## src/rtl/fetch_queue_pkg.sv

```systemverilog
// Pipeline-wide constants and the queue entry layout shared by fetch, queue and decode.
package fetch_queue_pkg;
  localparam int INSTR_W = 32;
  localparam logic [INSTR_W-1:0] ARM_NOP = 32'hE1A00000; // MOV R0,R0

  typedef struct packed {
    logic [INSTR_W-1:0] instr;
    logic [INSTR_W-1:0] pc_plus_4;
  } fq_entry_t;
endpackage

```

## src/rtl/fetch_queue_if.sv

```systemverilog
// Fetch-to-decode handshake bundle; master is the pipeline side, slave is the queue.
interface fetch_queue_if #(parameter int AW = 2);
  logic                                fetch_valid;
  logic [fetch_queue_pkg::INSTR_W-1:0] if_instruction;
  logic [fetch_queue_pkg::INSTR_W-1:0] if_pc_plus_4;
  logic                                flush;
  logic                                if_stall;
  logic                                id_valid;
  logic                                id_ready;
  logic [fetch_queue_pkg::INSTR_W-1:0] id_instruction;
  logic [fetch_queue_pkg::INSTR_W-1:0] id_pc_plus_4;
  logic [AW:0]                         occupancy;

  modport master (
    output fetch_valid, if_instruction, if_pc_plus_4, flush, id_ready,
    input  if_stall, id_valid, id_instruction, id_pc_plus_4, occupancy
  );
  modport slave (
    input  fetch_valid, if_instruction, if_pc_plus_4, flush, id_ready,
    output if_stall, id_valid, id_instruction, id_pc_plus_4, occupancy
  );
endinterface

```

## src/rtl/fetch_queue_mem.sv

```systemverilog
// DEPTH x 64-bit entry store: one synchronous write port, one combinational read port.
module fetch_queue_mem
  import fetch_queue_pkg::*;
#(
  parameter int DEPTH = 4,
  parameter int AW    = 2
) (
  input  logic          clk,
  input  logic          we,
  input  logic [AW-1:0] waddr,
  input  fq_entry_t     wdata,
  input  logic [AW-1:0] raddr,
  output fq_entry_t     rdata
);
  // Contents are never reset; the head is masked by id_valid upstream.
  fq_entry_t mem [DEPTH];

  always_ff @(posedge clk) begin
    if (we) mem[waddr] <= wdata;
  end

  assign rdata = mem[raddr];
endmodule

```

## src/rtl/fetch_queue.sv

```systemverilog
// Fetch-to-decode decoupling queue: first-word fall-through, registered stall, flush wipe.
module fetch_queue
  import fetch_queue_pkg::*;
#(
  parameter int DEPTH = 4,
  parameter int AW    = 2
) (
  input  logic          clk,
  input  logic          reset,
  fetch_queue_if.slave  bus
);
  localparam logic [AW:0] FULL_CNT = (AW+1)'(DEPTH);

  logic [AW-1:0] wptr, rptr;
  logic [AW:0]   count;
  logic          full, empty, enq, deq;
  fq_entry_t     head, wdata;

  // Stall is a pure function of count so fetch never sees a same-cycle loop.
  assign full  = (count == FULL_CNT);
  assign empty = (count == '0);
  assign enq   = bus.fetch_valid & ~full & ~bus.flush;
  assign deq   = ~empty & bus.id_ready & ~bus.flush;
  assign wdata = '{instr: bus.if_instruction, pc_plus_4: bus.if_pc_plus_4};

  always_ff @(posedge clk or negedge reset) begin
    if (!reset) begin
      wptr  <= '0;
      rptr  <= '0;
      count <= '0;
    end else if (bus.flush) begin
      wptr  <= '0;
      rptr  <= '0;
      count <= '0;
    end else begin
      if (enq) wptr <= wptr + 1'b1;
      if (deq) rptr <= rptr + 1'b1;
      if (enq && !deq)      count <= count + 1'b1;
      else if (deq && !enq) count <= count - 1'b1;
    end
  end

  fetch_queue_mem #(.DEPTH(DEPTH), .AW(AW)) u_mem (
    .clk   (clk),
    .we    (enq),
    .waddr (wptr),
    .wdata (wdata),
    .raddr (rptr),
    .rdata (head)
  );

  assign bus.if_stall       = full;
  assign bus.id_valid       = ~empty;
  assign bus.id_instruction = empty ? ARM_NOP : head.instr;
  assign bus.id_pc_plus_4   = empty ? '0 : head.pc_plus_4;
  assign bus.occupancy      = count;
endmodule
```

## src/flat_wrapper.sv

```systemverilog
// flat-port wrapper written by rule: the top's interface ports become plain ports
module fetch_queue_flat import fetch_queue_pkg::*;
#(
  parameter int DEPTH = 4,
  parameter int AW    = 2
)
  (clk, reset, bus_fetch_valid, bus_if_instruction, bus_if_pc_plus_4, bus_flush, bus_id_ready, bus_if_stall, bus_id_valid, bus_id_instruction, bus_id_pc_plus_4, bus_occupancy);
  fetch_queue_if #(.AW(AW)) bus_i ();
  input  logic clk;
  input  logic reset;
  input wire logic [$bits(bus_i.fetch_valid)-1:0] bus_fetch_valid;
  input wire logic [$bits(bus_i.if_instruction)-1:0] bus_if_instruction;
  input wire logic [$bits(bus_i.if_pc_plus_4)-1:0] bus_if_pc_plus_4;
  input wire logic [$bits(bus_i.flush)-1:0] bus_flush;
  input wire logic [$bits(bus_i.id_ready)-1:0] bus_id_ready;
  output wire logic [$bits(bus_i.if_stall)-1:0] bus_if_stall;
  output wire logic [$bits(bus_i.id_valid)-1:0] bus_id_valid;
  output wire logic [$bits(bus_i.id_instruction)-1:0] bus_id_instruction;
  output wire logic [$bits(bus_i.id_pc_plus_4)-1:0] bus_id_pc_plus_4;
  output wire logic [$bits(bus_i.occupancy)-1:0] bus_occupancy;
  assign bus_i.fetch_valid = bus_fetch_valid;
  assign bus_i.if_instruction = bus_if_instruction;
  assign bus_i.if_pc_plus_4 = bus_if_pc_plus_4;
  assign bus_i.flush = bus_flush;
  assign bus_i.id_ready = bus_id_ready;
  assign bus_if_stall = bus_i.if_stall;
  assign bus_id_valid = bus_i.id_valid;
  assign bus_id_instruction = bus_i.id_instruction;
  assign bus_id_pc_plus_4 = bus_i.id_pc_plus_4;
  assign bus_occupancy = bus_i.occupancy;
  fetch_queue #(.DEPTH(DEPTH), .AW(AW)) u_core (.clk(clk), .reset(reset), .bus(bus_i));
endmodule
```

## config.mk

```make
export PLATFORM = sky130hd
export DESIGN_NAME = fetch_queue_flat
export DESIGN_NICKNAME = d
export VERILOG_FILES = /design/src/rtl/fetch_queue_pkg.sv /design/src/rtl/fetch_queue_if.sv /design/src/rtl/fetch_queue_mem.sv /design/src/rtl/fetch_queue.sv /design/src/flat_wrapper.sv
export SDC_FILE = /design/constraint.sdc
export NUM_CORES = 1
export LEC_CHECK = 0
export BUFFER_PORTS_ARGS = -buffer_cell sky130_fd_sc_hd__buf_4
export CORE_MARGIN = 2
export CORE_UTILIZATION = 55
export DETAILED_ROUTE_END_ITERATION = 12
export PLACE_DENSITY = 0.77
export SLEW_MARGIN = 10
export SYNTH_ARGS = -nofsm -noshare
export SYNTH_HDL_FRONTEND = slang
export SYNTH_HIERARCHICAL = 1
export SYNTH_SLANG_ARGS = --single-unit
```

## constraint.sdc

```tcl
create_clock -name clk -period 15.4 [get_ports clk]
set_clock_uncertainty 0.1 [all_clocks]
set_input_delay 2.31 -clock clk [delete_from_list [all_inputs] [get_ports clk]]
set_output_delay 2.31 -clock clk [all_outputs]
set_load 0.02 [all_outputs]
```

## Yosys cells after proc, flatten, opt, wreduce, memory -nomap -nowiden

Memory sizes are Yosys's and may differ from the RTL's.
Cells that the tools add are included.
Widths: inputs -> output; s select.

| word-level totals | value |
|---|---|
| flip-flop bits (word level) | 7 |
| bits in writable memories | 256 |
| bits of input ports | 69 |
| output and inout port bits | 69 |
| logic and storage cells | 35 |
| memories | 1 |

| cells by class | value |
|---|---|
| add/sub/neg operators | 4 |
| eq/ne operators | 1 |
| multiplexer cells | 11 |
| bitwise logic cells | 7 |
| reduce and logical (&&, ||, !) cells | 8 |

Memories:

| memory | depth | width | rd ports | clocked after Yosys merged registers in | write ports | RTL line | text |
|---|---|---|---|---|---|---|---|
| u_core.u_mem.mem | 4 | 64 | 1 | 0 | 1 | fetch_queue_mem.sv:16 | `fq_entry_t mem [DEPTH];` |

Operator list:

| cell | number |
|---|---|
| $mux 32 | 2 |
| $mux 3 | 3 |
| $mux 2 | 4 |
| $add 2x1->2 const B | 2 |
| $and 1x1->1 | 4 |
| $reduce_bool 2->1 | 2 |
| $add 3x1->3 const B | 1 |
| $eq 3x3->1 const B | 1 |
| $logic_not 3->1 | 1 |
| $not 1->1 | 3 |
| $reduce_bool 3->1 | 1 |
| $sub 3x1->3 const B | 1 |
| $logic_and 1x1->1 | 2 |
| $logic_not 1->1 | 2 |
| $mux 1 | 2 |

## Longest topological paths before layout

Gate-level depths: netlist of run 1.

| logic depth | value |
|---|---|
| depth in word-level cells | 9 |
| gate-level depth with buffers | 8 |
| gate-level depth less buffers | 7 |

## Modules after synthesis

The synthesis of run 1 kept the hierarchy.

By module, submodules not included:

| module | instances | cells an instance | area an instance (µm²) | sequential area each (µm²) |
|---|---|---|---|---|
| fetch_queue_mem | 1 | 338 | 9,341.5 | 7,687.4 |
| fetch_queue | 1 | 130 | 1,004.7 | 175.2 |

## Worst setup path after synthesis of run 1

No wires, ideal clock.

| timing path | value |
|---|---|
| path type | input-to-reg |
| start | input bus_fetch_valid |
| end | memory u_core/u_mem/mem[0][0] in the netlist's numbering (enable) |
| library setup time | 0.578 ns |
| arrival | 7.424 ns |
| data required time | 14.722 ns |
| path slack | 7.298 ns |
| cell stages on the path | 4 |
| path buffers | 1 |
| cells stage by stage | buf_2 -> nand2_1 -> nor2_1 -> nor3b_1 |

| on the way | value |
|---|---|
| cells in the longest elaborated chain, start to end | 4 |

Ends and longest elaborated chain:

| element | RTL line | text |
|---|---|---|
| start: declaration | flat_wrapper.sv:11 | `input wire logic [$bits(bus_i.fetch_valid)-1:0] bus_fetch_valid;` |
| $and 1x1->1 (2 in a row) | fetch_queue.sv:22 | `assign enq = bus.fetch_valid & ~full & ~bus.flush;` |
| via u_core.enq | fetch_queue.sv:16 | `logic full, empty, enq, deq;` |
| $mux 1 | fetch_queue_mem.sv:19 | `if (we) mem[waddr] <= wdata;` |
| $mux 1 (implied by the code) | fetch_queue_mem.sv:19 |  |
| end: declaration | fetch_queue_mem.sv:16 |  |

The timed path passes the listed nets, and every way through them passes these cells.

==> results of run 1 <==
==> registers in the layout, indices dropped and copies added, names as in the netlist <==
| name | count |
|---|---|
| u_core/wptr | 2 |
| u_core/rptr | 2 |
| u_core/u_mem/mem | 256 |
| u_core/bus.occupancy | 3 |
==> worst max-delay path: stages, from the launching register on <==
cell     delay (ns)
dfrtp_4        0.76
buf_4          0.75
mux4_1         0.64
and2_1         0.17
buf_4          0.15
==> path summary, 6_finish.rpt <==
| path | slack (ns) | from | cells after the start | end |
|---|---|---|---|---|
| max in group asynchronous | 13.53 | reset | 1 | u_core/rptr[0]$_DFFE_PN0P_ |
| min reg2reg | 0.61 | u_core/wptr[1]$_DFFE_PN0P_ | 2 | u_core/wptr[1]$_DFFE_PN0P_ |
| max | 9.98 | u_core/rptr[0]$_DFFE_PN0P_ | 4 | bus_id_pc_plus_4[1] |
| min | 0.61 | u_core/wptr[1]$_DFFE_PN0P_ | 2 | u_core/wptr[1]$_DFFE_PN0P_ |
| max reg2reg | 12.66 | u_core/bus.occupancy[2]$_DFFE_PN0P_ | 4 | u_core/u_mem/mem[2][14]$_DFFE_PP_ |
| min in group asynchronous | 1.51 | reset | 1 | u_core/bus.occupancy[2]$_DFFE_PN0P_ |
==> metal layers <==
layer / vias to the layer above / wire length, um / GRT usage (%)
met5: - / 0 / 0
met3: 28 / 1570 / 5.26
li1: 2182 / - / -
met1: 2495 / 7560 / 26.5
met2: 200 / 8920 / 29.9
met4: 0 / 325 / 3.74
==> Yosys cell counts, drive strengths merged, types with 2 or more instances <==
cell type / n
a2111oi: 2
nand2b: 7
edfxtp: 256
nand2: 4
nand3b: 2
nor3b: 2
and2: 58
and3b: 2
inv: 3
nor2b: 3
xor2: 3
dfrtp: 7
mux4: 64
clkbuf: 3
or3b: 2
buf: 23
nor2: 7
a21oi: 2
mux2: 2
==> cell usage in the layout, fill, tap and decap left out, types with 2 or more instances in the layout <==
cell type,n
edfxtp_1,256
buf_4,140
mux4_2,60
and2_1,58
clkbuf_16,27
clkinv_1,10
nand2b_1,7
nor2_1,7
clkbuf_1,5
dfrtp_1,5
nand2_1,4
mux4_1,4
inv_1,3
xor2_1,3
nor2b_1,3
bufinv_16,2
mux2_2,2
a21oi_1,2
a2111oi_0,2
nand3b_1,2
dfrtp_4,2
and3b_4,2
==> logic make-up after synthesis <==
| logic type | count (synthesis) |
|---|---|
| multiplexers | 66 |
| AO/OA/AOI/OAI | 14 |
| buffers and inverters | 29 |
| AND/OR/NAND/NOR | 91 |
| XOR/XNOR | 4 |
| flip-flops | 263 |
| adder cells (fa/ha/maj) | 1 |
==> where the power goes <==
group | leakage [uW] | switching [uW] | internal [uW] | total (uW)
registers | 0.00241 | 30.4 | 820 | 850
clock network | 0.000386 | 239 | 349 | 588
logic | 0.00136 | 207 | 196 | 403
total | 0.00415 | 476 | 1370 | 1840
==> metrics by stage <==
step / instances / hold slack [ns] / setup slack (ns) / instance area, um^2 / utilization, %
floorplan: 468 / 0.404 / 7.30 / 10300 / -
global placement: 816 / 0.567 / 10.40 / 11400 / 61.6
detailed placement: 816 / 0.593 / 10.40 / 11400 / 61.6
CTS: 861 / 0.604 / 9.87 / 12200 / 65.9
global route: 861 / 0.656 / 9.76 / 12200 / 65.9
finish: 861 / 0.610 / 9.98 / 12200 / 65.9
==> final cells by class <==
| cell class | count | area [um^2] | area share, % |
|---|---|---|---|
| tap | 234 | 293 | 2.39 |
| timing repair buffer | 140 | 1050 | 8.58 |
| multi-input combinational | 176 | 2220 | 18.1 |
| inverter | 3 | 11.3 | 0.0920 |
| clock inverter | 13 | 103 | 0.838 |
| sequential | 263 | 7870 | 64.3 |
| clock buffer | 32 | 694 | 5.67 |
==> results.py, run 1 <==
metrics = {
    "logic_synthesis": {
        "main_combinational_cell_family_by_area_after_synthesis": "multiplexers",
        "synth-async-reset-ratio_pct": 2.66,
        "number_of_flops_mapped_to_enable_cells_by_yosys": 256,
        "yosys.area_share.simple_pct": 5.39,
        "yosys_warnings": 6,
        "synth_top_cell_area_share_pct": 74.3,
        "synthesis.area_um2": 10300,
        "share_of_synthesized_area_occupied_by_flip_flops_and_latches_pct": 76.0,
        "synth_adder_area_share_pct": 0.193,
        "synth-seq-cells": 263,
        "synth.distinct_cells": 41,
        "synth-compound-area-share_pct": 1.06,
        "synthXorXnorAreaFrac_pct": 0.339,
        "synthesis.area_per_instance_um2": 22.1,
        "postSynthNetCount": 538,
        "synthCells": 468,
        "postSynth.topFlopCell": "edfxtp_1",
        "yosysTopAreaCell": "edfxtp_1",
        "post_synth_main_area_contributors": "edfxtp_1 74%, mux4_2 13%, and2_1 3.5%",
        "synth_mux_area_share_pct": 14.3,
    },
    "setup_path": {
        "crit_path_kind": "register to primary output",
        "crit_path_start_kind": "register",
        "cp_data_required_time_ns": 12.99,
        "capturing_element_type_of_the_critical_path": "primary output",
        "crit_path_max_fanout": 41,
        "timing.critical_path.arrival_ns": 3.01,
    },
    "drt": {
        "detail_route.wl_per_cell_um": 21.3,
        "detailedRoute.firstIterationViolations": 255,
        "post-route-drc-count": 0,
        "drtPass1Iterations": 6,
        "drt-total-wl_um": 18400,
        "avgViaCountPerCell": 5.70,
        "vias_post_dr": 4905,
        "ant_nets": 0,
    },
    "cells_and_area": {
        "final_nets": 680,
        "area_delta_synth_final_pct": 18.3,
        "post_route_cells_drive_above_1_share_pct": 38.8,
        "num-fill-cells": 1249,
        "num_antenna_cells": 0,
    },
    "clock_network": {
        "clock_latency_on_the_worst_skew_pair_ns": 0.51,
        "postCtsHoldBufs": 0,
        "cts_sinks": 263,
        "post_cts_resized": 0,
        "buffer_count_from_post_cts_setup_fixing": 0,
        "ctsRootBufferMaster": "clkbuf_16",
        "cts_max_level": 1,
        "clock_path_buffers": 3,
        "tritoncts.num_buffers": 26,
        "tritoncts_clock_tree": "done",
        "clkTransAtPathRegs_ns": 0.06,
    },
    "die": {
        "initial_core_util_pct": 55.7,
        "dieWidth_um": 141,
        "row_count": 50,
        "die_h_um": 141,
        "core_region_area_um2": 18600,
        "top_level_ports": 138,
        "die_area_um2": 19900,
    },
    "timing": {
        "fin_crit_sh_pct": 35.2,
        "final_max_slew_viol_count": 0,
        "grt_setup_unrepaired": "no",
        "setup_viol": 0,
        "fmaxAchievable_mhz": 185,
        "tightestPinTransition_ns": 1.20,
        "slew_headroom_pct": 20.0,
        "hold_viol_final": 0,
        "period_needed_ns": 5.42,
        "setup_total_negative_slack_ns": 0,
    },
    "worst_hold_path": {
        "worstHoldPathType": "register to register",
    },
    "placed_design": {
        "gp_congestion": 0.766,
        "io_buffer_count": 137,
        "place.detailed.hpwl_um": 10200,
    },
    "grt": {
        "first_global_vias": 5137,
        "grt_antenna_before_repair": 0,
        "grt_remaining_overflow": 0,
        "grt_start_max_net_pins": 66,
        "grt.total_usage_pct": 18.7,
        "grt_pass1_wl_um": 28400,
    },
    "job": {
        "drv_cap": 0,
    },
    "power_and_ir_drop": {
        "power.leakage_uw": 0.00415,
        "max-vdd-ir-drop_v": 0.000103,
        "power_density_nw_per_um2": 150,
        "total_power_uw": 1840,
    },
    "outcome": {
        "result_of_the_run": "finished, final reports clean",
    },
}
(Power assumes the default switching activity.)
==> inputs of run 2 (changes only) <==
--- a/config.mk
+++ b/config.mk
@@ -5,11 +5,12 @@
 export SDC_FILE = /design/constraint.sdc
 export NUM_CORES = 1
 export LEC_CHECK = 0
+export ABC_AREA = 1
 export BUFFER_PORTS_ARGS = -buffer_cell sky130_fd_sc_hd__buf_4
 export CORE_MARGIN = 2
 export CORE_UTILIZATION = 55
 export DETAILED_ROUTE_END_ITERATION = 12
-export PLACE_DENSITY = 0.77
+export PLACE_DENSITY = 0.76
 export SLEW_MARGIN = 10
 export SYNTH_ARGS = -nofsm -noshare
 export SYNTH_HDL_FRONTEND = slang
==> constraint.sdc (replaced) <==
create_clock -name clk -period 5.31 [get_ports clk]
set_clock_uncertainty 0.1 [all_clocks]
set_input_delay 0.7965 -clock clk [delete_from_list [all_inputs] [get_ports clk]]
set_output_delay 0.7965 -clock clk [all_outputs]
set_load 0.02 [all_outputs]
==> run 2 against run 1 <==
Final cell count is 89% higher. Design area is 13% higher. Worst setup slack worse by 8.5 ns. Non-clock buffer count is 12 higher. Sequential power grew to 2.9 times the previous value. Worst hold slack worse by 0.24 ns. Critical endpoint is now bus_id_pc_plus_4[26]. Largest cell class unchanged. Highest routed layer unchanged.
==> results.py, run 2 <==
metrics = {
    "timing": {
        "fin_crit_sh_pct": 72.7,
        "fmaxAchievable_mhz": 259,
        "final_max_slew_viol_count": 0,
        "slew_headroom_pct": 39.6,
        "period_needed_ns": 3.86,
        "tightestPinTransition_ns": 0.905,
        "hold_viol_final": 0,
        "final_critical_path_setup_slack_ns": 1.45,
        "hold_slack_ns": 0.366,
        "setup_viol": 0,
        "grt_setup_unrepaired": "no",
    },
    "power_and_ir_drop": {
        "power_density_nw_per_um2": 471,
        "max-vdd-ir-drop_v": 0.000412,
        "total_power_uw": 6520,
        "power.leakage_uw": 0.00665,
    },
    "grt": {
        "grt.total_usage_pct": 20.6,
        "grt_remaining_overflow": 0,
        "first_global_vias": 7451,
        "grt_start_max_net_pins": 73,
        "grt_antenna_before_repair": 0,
        "grt_pass1_wl_um": 36300,
    },
    "drt": {
        "detailedRoute.firstIterationViolations": 486,
        "met3RoutedLength_um": 1550,
        "route.layer.met1.wl_um": 9720,
        "post-route-drc-count": 0,
        "avgViaCountPerCell": 4.78,
        "drtPass1Iterations": 5,
        "vias_post_dr": 7761,
        "detail_route.wl_per_cell_um": 14.4,
        "ant_nets": 0,
        "wl_met2_um": 11600,
        "drt-total-wl_um": 23400,
        "maxUsedRoutingLayer": "met4",
    },
    "logic_synthesis": {
        "number_of_flops_mapped_to_enable_cells_by_yosys": 256,
        "synth_cell_count_leaders": "329 x nand2_1, 327 x inv_1, 256 x edfxtp_1",
        "synth_top_cell_area_share_pct": 65.5,
        "synthesis.area_um2": 11700,
        "synthCells": 1195,
        "postSynthNetCount": 1265,
        "yosys.cell_count.top_type": "nand2_1",
        "synth-seq-cells": 263,
        "synth.distinct_cells": 26,
        "postSynth.topFlopCell": "edfxtp_1",
        "yosysTopAreaCell": "edfxtp_1",
        "share_of_synthesized_area_occupied_by_flip_flops_and_latches_pct": 67.0,
        "synthesis.area_per_instance_um2": 9.83,
        "synth-async-reset-ratio_pct": 2.66,
        "post_synth_main_area_contributors": "edfxtp_1 65%, nand2_1 11%, inv_1 10%",
        "yosys_warnings": 6,
    },
    "clock_network": {
        "tritoncts_clock_tree": "done",
        "cts_sinks": 263,
        "post_cts_resized": 0,
        "clock_path_buffers": 3,
        "clock_latency_on_the_worst_skew_pair_ns": 0.51,
        "clkTransAtPathRegs_ns": 0.06,
        "cts_max_level": 1,
        "buffer_count_from_post_cts_setup_fixing": 0,
        "ctsRootBufferMaster": "clkbuf_16",
        "tritoncts.num_buffers": 26,
    },
    "cells_and_area": {
        "largest_register_ff_count": 256,
        "most-common-layout-cells": "329 x nand2_1, 327 x inv_1, 256 x edfxtp_1",
        "num-fill-cells": 1610,
        "fin_area_um2": 13900,
        "post_route_cells_drive_above_1_share_pct": 16.0,
        "layout.cells.most_common": "nand2_1",
        "largest-register": "u_core/u_mem/mem",
        "area_delta_synth_final_pct": 18.1,
        "fin_cells": 1624,
        "final_nets": 1398,
    },
    "setup_path": {
        "critPathMaxStageDelay_ns": 0.75,
        "crit_path_kind": "register to primary output",
        "cp_data_required_time_ns": 4.41,
        "path_buf_inv": 4,
        "timing.critical_path.cells": "inv_4 > buf_4 > nand2_1 > nand3_1 > nand2_1 > inv_1 > nor2_1 > buf_4",
        "crit_path_max_fanout": 72,
        "crit_path_start_kind": "register",
        "worst_path_max_delay_cell": "dfrtp_4",
        "critical-path-top-delay-family": "buffers and inverters",
        "capturing_element_type_of_the_critical_path": "primary output",
        "timing.critical_path.arrival_ns": 2.97,
    },
    "die": {
        "die_area_um2": 22500,
        "initial_core_util_pct": 56.0,
        "row_count": 53,
        "die_h_um": 150,
        "top_level_ports": 138,
        "core_region_area_um2": 21000,
        "dieWidth_um": 150,
    },
    "job": {
        "drv_cap": 0,
    },
    "placed_design": {
        "place.detailed.hpwl_um": 13600,
        "gp_congestion": 0.794,
        "place.detailed.instances": 1574,
        "pre_cts_slack_ns": 1.99,
        "postPlaceCellArea_um2": 13000,
        "io_buffer_count": 137,
    },
    "worst_hold_path": {
        "worstHoldPathType": "input pin to register",
    },
    "outcome": {
        "result_of_the_run": "finished, final reports clean",
    },
}
-- run 2: worst paths after layout --
kind,start,end,slack [ns],cells past startpoint
min in group asynchronous,reset,u_core/bus.occupancy[2]$_DFFE_PN0P_,0.54,2
setup reg to reg,u_core/bus.occupancy[0]$_DFFE_PN0P_,u_core/u_mem/mem[3][22]$_DFFE_PP_,3.15,7
max in group asynchronous,reset,u_core/rptr[0]$_DFFE_PN0P_,4.42,2
hold / removal,bus_if_instruction[15],u_core/u_mem/mem[2][47]$_DFFE_PP_,0.37,1
setup / recovery,u_core/rptr[0]$_DFFE_PN0P_,bus_id_pc_plus_4[26],1.45,8
hold reg to reg,u_core/wptr[0]$_DFFE_PN0P_,u_core/wptr[0]$_DFFE_PN0P_,0.50,1
-- run 2: cells by family after synthesis --
group	Yosys count	synth area share [%]
AND/OR/NAND/NOR	542	19.2
buffers and inverters	378	12.9
flip-flops	263	67.0
AO/OA/AOI/OAI	10	0.682
XOR/XNOR	1	0.0746
adder cells (fa/ha/maj)	1	0.171
-- run 2: area by class of cell --
class / instances / area (um^2) / area share (%)
clock inverter: 12 / 133 / 0.957
sequential: 263 / 7870 / 56.8
timing repair buffer: 152 / 1140 / 8.25
multi-input combinational: 554 / 2390 / 17.2
clock buffer: 36 / 739 / 5.33
inverter: 331 / 1240 / 8.98
tap: 275 / 344 / 2.48
antenna: 1 / 2.50 / 0.0181
-- run 2: where the power goes --
group / switching (uW) / total [uW] / internal, uW / leakage [uW]
registers: 91.0 / 2500 / 2410 / 0.00241
clock network: 720 / 1830 / 1110 / 0.000434
logic: 1420 / 2190 / 772 / 0.00380
-- run 2: through the flow --
stage	setup TNS (ns)	util, %
floorplan	-225.80	-
global route	0	66.1
global placement	0	61.9
finish	0	66.2
CTS	0	66.1
detailed placement	0	61.9
-- run 2: repair_timing --
item / in CTS / in global routing
hold buffers: 1 / 0
endpoints found under the setup margin: 0 / 0
endpoints found under the hold margin: 7 / 0
-- run 2: worst register-to-register path, cell delays in order, from the launching register on --
cell     delay, ns
dfrtp_1       0.43
nor2_4        0.10
nand2_1       0.11
nand3_1       0.12
inv_1         0.08
inv_1         0.09
nor3_2        0.17
buf_4         0.55
-- run 2: metal layers --
metal,GRT usage (%),vias to the layer above
met5,0,-
met4,6.08,0
met3,4.18,49
met2,35.8,201
met1,26.4,3603
li1,-,3908
==> inputs of run 3 (changes only) <==
--- a/config.mk
+++ b/config.mk
@@ -5,12 +5,12 @@
 export SDC_FILE = /design/constraint.sdc
 export NUM_CORES = 1
 export LEC_CHECK = 0
-export ABC_AREA = 1
+export ABC_AREA = 0
 export BUFFER_PORTS_ARGS = -buffer_cell sky130_fd_sc_hd__buf_4
 export CORE_MARGIN = 2
 export CORE_UTILIZATION = 55
 export DETAILED_ROUTE_END_ITERATION = 12
-export PLACE_DENSITY = 0.76
+export PLACE_DENSITY = 0.77
 export SLEW_MARGIN = 10
 export SYNTH_ARGS = -nofsm -noshare
 export SYNTH_HDL_FRONTEND = slang
==> constraint.sdc (replaced) <==
create_clock -name clk -period 3.75 [get_ports clk]
set_clock_uncertainty 0.1 [all_clocks]
set_input_delay 0.5625 -clock clk [delete_from_list [all_inputs] [get_ports clk]]
set_output_delay 0.5625 -clock clk [all_outputs]
set_load 0.02 [all_outputs]
==> run 3 against run 2 <==
Highest routed layer is now met5. Clock power increased by 34%. Die area decreased by 12%. Critical path type unchanged. Final cell count down 47%. Worst hold slack worse by 0.23 ns. Critical path depth down 5. Clock-buffer cell count down 3. Core utilization grew 0.30 points. Register-to-register slack worse by 2.0 ns. Power rose by 17%. Via count decreased by 36%.
==> results.py, run 3 (synthesis results as in run 1) <==
metrics = {
    "clock_network": {
        "ctsRootBufferMaster": "clkbuf_16",
        "tritoncts_clock_tree": "done",
        "cts_sinks": 263,
        "clkTransAtPathRegs_ns": 0.06,
        "post_cts_resized": 0,
        "clock_path_buffers": 3,
        "clock_latency_on_the_worst_skew_pair_ns": 0.52,
        "cts_max_level": 1,
        "tritoncts.num_buffers": 26,
    },
    "setup_path": {
        "crit_path_start_kind": "register",
        "timing.critical_path.arrival_ns": 2.61,
        "crit_path_max_fanout": 65,
        "capturing_element_type_of_the_critical_path": "primary output",
        "crit_path_kind": "register to primary output",
        "cp_data_required_time_ns": 3.09,
    },
    "power_and_ir_drop": {
        "power_density_nw_per_um2": 618,
        "max-vdd-ir-drop_v": 0.000496,
        "power.leakage_uw": 0.00420,
    },
    "drt": {
        "detail_route.wl_per_cell_um": 21.5,
        "vias_post_dr": 4973,
        "drt-total-wl_um": 18700,
        "detailedRoute.firstIterationViolations": 265,
        "post-route-drc-count": 0,
        "ant_nets": 0,
        "drtPass1Iterations": 4,
        "avgViaCountPerCell": 5.74,
    },
    "timing": {
        "final_critical_path_setup_slack_ns": 0.479,
        "setup_total_negative_slack_ns": 0,
        "final_max_slew_viol_count": 0,
        "setup_viol": 0,
        "hold_viol_final": 0,
        "grt_setup_unrepaired": "no",
        "tightestPinTransition_ns": 1.09,
        "fin_crit_sh_pct": 87.2,
        "period_needed_ns": 3.27,
        "fmaxAchievable_mhz": 306,
        "slew_headroom_pct": 27.4,
    },
    "cells_and_area": {
        "largest_register_ff_count": 256,
        "post_route_cells_drive_above_1_share_pct": 39.5,
        "largest-register": "u_core/u_mem/mem",
        "final_nets": 686,
        "fin_cells": 867,
        "area_delta_synth_final_pct": 19.3,
        "layout.cells.most_common": "edfxtp_1",
        "most-common-layout-cells": "256 x edfxtp_1, 142 x buf_4, 60 x mux4_2",
        "num_antenna_cells": 0,
    },
    "worst_hold_path": {
        "worstHoldPathType": "input pin to register",
    },
    "job": {
        "drv_cap": 0,
    },
    "die": {
        "die_h_um": 141,
        "dieWidth_um": 141,
        "die_area_um2": 19900,
        "core_region_area_um2": 18600,
        "initial_core_util_pct": 55.7,
        "top_level_ports": 138,
        "row_count": 50,
    },
    "grt": {
        "grt_util_met2_pct": 32.5,
        "globalRouteMet3Util_pct": 4.93,
        "grt-busiest-layer": "met2",
        "use_met1_pct": 24.6,
        "grt_start_max_net_pins": 66,
        "grt_pass1_wl_um": 28900,
        "grt.total_usage_pct": 19.0,
        "grt_remaining_overflow": 0,
        "grt_antenna_before_repair": 1,
        "first_global_vias": 5291,
    },
    "placed_design": {
        "pre_cts_slack_ns": 0.989,
        "place.detailed.hpwl_um": 11000,
        "io_buffer_count": 137,
        "place.detailed.instances": 821,
        "gp_congestion": 0.734,
    },
    "outcome": {
        "result_of_the_run": "finished, final reports clean",
    },
}
## run 3: changes by cell type in the layout (fill, tap and decap cells not counted), sizes merged, moves of 5 or more
cell,change
and2,+58
buf,-6
inv,-327
mux4,+64
nand2,-331
nand2b,+7
nand3,-130
nor2,-58
or2,-5
## run 3: path summary, 6_finish.rpt
path	from	to	slack (ns)	cells after the start
max reg2reg	u_core/bus.occupancy[2]$_DFFE_PN0P_	u_core/bus.occupancy[1]$_DFFE_PN0P_	1.13	6
max in group asynchronous	reset	u_core/rptr[1]$_DFFE_PN0P_	3.12	2
min	bus_if_instruction[11]	u_core/u_mem/mem[0][43]$_DFFE_PP_	0.14	1
max	u_core/bus.occupancy[2]$_DFFE_PN0P_	bus_id_instruction[9]	0.48	3
min reg2reg	u_core/wptr[0]$_DFFE_PN0P_	u_core/wptr[1]$_DFFE_PN0P_	0.66	2
min in group asynchronous	reset	u_core/rptr[0]$_DFFE_PN0P_	0.29	2
## run 3: metrics by stage
step	utilization (%)	power, uW	hold WS [ns]	area (um^2)
global route	66.5	7930	0.121	12300
detailed placement	62.0	5260	0.282	11500
floorplan	-	4700	0.167	10400
CTS	66.5	7720	0.122	12300
finish	66.5	7620	0.139	12300
global placement	62.0	5220	0.279	11500
## run 3: layout make-up
cell class | instances | area (um^2)
Sequential cell | 263 | 7870
Fill cell | 1222 | 6230
Timing Repair Buffer | 146 | 1140
Multi-Input combinational cell | 176 | 2230
Tap cell | 234 | 293
Clock buffer | 33 | 698
Clock inverter | 12 | 111
Inverter | 3 | 11.3
## run 3: timing repair
action | CTS | global route
setup buffers | 0 | 0
hold buffers | 1 | 0
setup endpoints to repair | 0 | 0
hold endpoints to repair | 7 | 0
## run 3: power by group
group | leakage (uW) | internal (uW) | switching (uW) | total (uW)
Clock | 0.000393 | 1450 | 1010 | 2450
Sequential | 0.00241 | 3370 | 127 | 3490
Combinational | 0.00140 | 826 | 853 | 1680
## run 3: critical path: stages (launching register included)
cell and delay (ns):
dfrtp_1 0.51, or3_2 0.99, and2_1 0.39, buf_4 0.16
## run 3: layer usage
metal  part of all wire [%]  vias to the layer above
met5                  0.070                        -
met4                    1.9                        2
met1                     40                     2571
li1                       -                     2190
met3                    7.6                       35
met2                     50                      175
